<file path="src/rtl/dual_port_ram_16x8.sv">
// Simple dual-port synchronous RAM, 16x8, one write port and one registered read port.
// Optional macro DUALRAM_WRITE_FIRST_EN selects write-through on same-address read/write.
module dual_port_ram_16x8 #(
    parameter int unsigned DATA_W = 8,
    parameter int unsigned ADDR_W = 4,
    parameter int unsigned DEPTH  = 16
) (
    input  logic              clk,
    input  logic              rst,
    input  logic [DATA_W-1:0] din,
    output logic [DATA_W-1:0] dout,
    input  logic [ADDR_W-1:0] rd_addr,
    input  logic [ADDR_W-1:0] wr_addr,
    input  logic              we,
    input  logic              re
);

`ifdef DUALRAM_WRITE_FIRST_EN
    localparam bit WRITE_FIRST = 1'b1;
`else
    localparam bit WRITE_FIRST = 1'b0;
`endif

    // Address space must be fully populated; there is no out-of-range handling.
    if (DEPTH != (32'd1 << ADDR_W)) begin : g_depth_check
        $error("dual_port_ram_16x8: DEPTH must equal 2**ADDR_W");
    end

    logic [DATA_W-1:0] mem_q [DEPTH];
    logic [DATA_W-1:0] mem_d [DEPTH];
    logic [DATA_W-1:0] dout_q;
    logic [DATA_W-1:0] dout_d;
    logic              same_addr_c;

    assign same_addr_c = (rd_addr == wr_addr);

    // Next-state: the read samples the pre-write array, so read-first falls out naturally.
    always_comb begin
        mem_d  = mem_q;
        dout_d = dout_q;
        if (we) begin
            mem_d[wr_addr] = din;
        end
        if (re) begin
            if (WRITE_FIRST && we && same_addr_c) begin
                dout_d = din;
            end else begin
                dout_d = mem_q[rd_addr];
            end
        end
    end

    // Synchronous reset clears the whole array and drops any write in the same cycle.
    always_ff @(posedge clk) begin
        if (rst) begin
            for (int i = 0; i < int'(DEPTH); i++) begin
                mem_q[i] <= '0;
            end
            dout_q <= '0;
        end else begin
            mem_q  <= mem_d;
            dout_q <= dout_d;
        end
    end

    assign dout = dout_q;

endmodule

</file>
<file path="config.mk">
export PLATFORM = sky130hd
export DESIGN_NAME = dual_port_ram_16x8
export DESIGN_NICKNAME = d
export VERILOG_FILES = /design/src/rtl/dual_port_ram_16x8.sv
export SDC_FILE = /design/constraint.sdc
export NUM_CORES = 1
export LEC_CHECK = 0
export ABC_CLOCK_PERIOD_IN_PS = 4800
export CORE_MARGIN = 2
export CORE_UTILIZATION = 52
export CTS_BUF_LIST = sky130_fd_sc_hd__clkbuf_4 sky130_fd_sc_hd__clkbuf_8 sky130_fd_sc_hd__clkbuf_16
export CTS_CLUSTER_SIZE = 12
export DETAILED_ROUTE_END_ITERATION = 10
export PLACE_DENSITY = 0.7
export SLEW_MARGIN = 20
export SYNTH_ARGS = -nofsm -noshare
export SYNTH_HDL_FRONTEND = slang
export SYNTH_SLANG_ARGS = --single-unit
</file>
<file path="constraint.sdc">
create_clock -name clk -period 4.8 [get_ports clk]
set_input_delay 0.96 -clock clk [delete_from_list [all_inputs] [get_ports clk]]
set_output_delay 0.96 -clock clk [all_outputs]
set_load 0.02 [all_outputs]
</file>
==> metrics.csv <==
metric,value,unit
post-place-ws,1.43,ns
rows,39,
setup_ws,1.76,ns
core_area,0.0113,mm²
cellLeakagePower,2.78,nW
clockBufferDepth,2,
die_y,111,µm
cap_violations,0,
htreeDepth,4,
status,completed,
clk_pin_slew,0.05,ns
postRouteAntennaNets,0,
netlist_instances,669,
dieArea,0.0124,mm²
grtUsageMet1,34.2,%
diodes,0,
synth_top_area_share,45.3,%
rsz0062_at_grt,no,
syn_area_per_cell,8.98,µm²
finalSetupViolations,0,
first_global_vias,4729,
worst_ep_arrival_time,3.38,ns
ctsResizeCount,0,
antenna_found_initial,0,
place_congestion,0.890,
min_path_type,reg -> reg,
use_met2,42.3,%
die_x,111,µm
port_buffers,27,
cts_root_buf,clkbuf_16,
vias,4898,
grt_pass1_wl,25800,µm
finalCriticalPeriod,3.04,ns
vias_per_cell,5.94,
area_delta_synth_final,15.0,%
initial_utilization,53.1,%
yosys-top-cells-area,"dfxtp_1 45%, mux2i_1 23%, a21oi_1 5.3%",
dp_hpwl,10200,µm
drv_slew,0,
cts_tree,done,
synth_area,0.00601,mm²
grt_max_degree,78,
synth_seq_area_share,45.3,%
track_usage,26.8,%
holdBufCountCts,0,
post-route-period-util,63.3,%
powerDensity,403,mW/mm²
cts_buffers,17,
hold_ws,0.456,ns
crit_type,in -> reg,
gr-max-usage-layer,met2,
syn_nets,689,
final_cell_area,0.00691,mm²
placed_cell_area,0.00626,mm²
clock_skew,0.00840,ns
wl_per_cell,19.6,µm
irDropWorstVdd,277,µV
io_pins,28,
post_cts.repair.setup_buffers,0,
worstSkewPairLatency,0.43,ns
wirelength,16200,µm
cp_data_required_time,5.14,ns
slew_headroom,24.7,%
yosysTopAreaCell,dfxtp_1,
hold_viol,0,
cp-start-kind,input pin,
fmax,0.329,GHz
dr.pass1.iters,5,
ys_types,23,
n_fill_cell,1016,
end_kind,flop,
cp_max_fo,18,
synth-seq-cells,136,
overflow,0,
worst_pin_slew,1.13,ns
final.setup.tns,0,ns
drive_above_1_share,7.05,%
drc,0,
layout.nets,688,
met3_usage,9.25,%
ys_warn_count,0,
cts.sinks,136,
drt_first_iter_violations,369,
## metal layers
metal  vias to the layer above  wire length [µm]
met2                       175              7500
met4                         0               398
met3                        35              1280
li1                       2323                 -
met5                         -                 0
met1                      2365              7010
## synthesized netlist by cell type
cell type / instances
buf_4: 2
and2_1: 1
nand2b_1: 4
or3_1: 2
clkbuf_1: 34
a22oi_1: 24
buf_2: 14
nor3b_1: 2
nand3_1: 35
nor4_4: 1
mux2i_1: 136
nand3b_4: 1
nand3b_1: 2
nand2_1: 74
buf_6: 1
nor2b_1: 2
a21oi_1: 64
dfxtp_1: 136
o21ai_0: 48
nor3_4: 3
nor2_1: 81
nor3b_2: 1
nand2_4: 1
## report_power, final
group / internal [W] / switching, W / total (W)
registers: 0.00115 / 0.00000951 / 0.00116
clock network: 0.000929 / 0.000488 / 0.00142
logic: 0.0000687 / 0.000140 / 0.000209
total: 0.00214 / 0.000638 / 0.00278
## cell type report
class / instances / area [µm²] / area share, %
Sequential cell: 136 / 2720 / 39.4
Multi-Input combinational cell: 482 / 3070 / 44.4
Tap cell: 143 / 179 / 2.59
Clock inverter: 14 / 204 / 2.95
Clock buffer: 18 / 439 / 6.36
Timing Repair Buffer: 31 / 295 / 4.28
## worst paths after layout
kind,cells past startpoint,slack (ns),to,from
worst max register to register,4,3.54,dout[2],mem_q[26]
worst min register to register,2,0.46,dout[2],dout[2]
worst min-delay path,2,0.46,dout[2],dout[2]
worst max-delay path,5,1.76,mem_q[9],wr_addr[2]
## stage by stage
| stage | cells | total power (W) | utilization (%) |
|---|---|---|---|
| after detailed placement | 792 | 0.00138 | 55.3 |
| final | 824 | 0.00278 | 61.0 |
| after global routing | 824 | 0.00286 | 61.0 |
| after CTS | 824 | 0.00280 | 60.9 |
| after global placement | 792 | 0.00138 | 55.3 |
| after floorplan | 669 | 0.00131 | - |
## worst max-delay path, stage by stage
cell,delay [ns]
clkdlybuf4s50_1,0.80
nand3b_1,0.65
nor2_1,0.64
nand2_1,0.12
a21oi_1,0.20
## state kept, by name, summed over array words and instances (netlist names)
register and flops:
mem_q 128, dout 8
## cells in the final DEF, fill, tap and decap left out, types with 17 or more instances in the layout
cell	synthesis	final
nand3_1	35	35
nor2_1	81	80
o21ai_0	48	48
nand2_1	74	74
clkdlybuf4s50_1	0	25
mux2i_1	136	136
a22oi_1	24	24
dfxtp_1	136	136
clkbuf_16	0	17
a21oi_1	64	64
## cell families (layout without fill, tap and decap cells)
family	after synthesis	in the layout	synth area share, %
AO/OA/AOI/OAI	136	136	12.3
buffers and inverters	51	63	3.73
flip-flops	136	136	45.3
multiplexers	136	136	22.7
AND/OR/NAND/NOR	210	210	15.9
No activity file was read; power rests on OpenSTA's default activity.
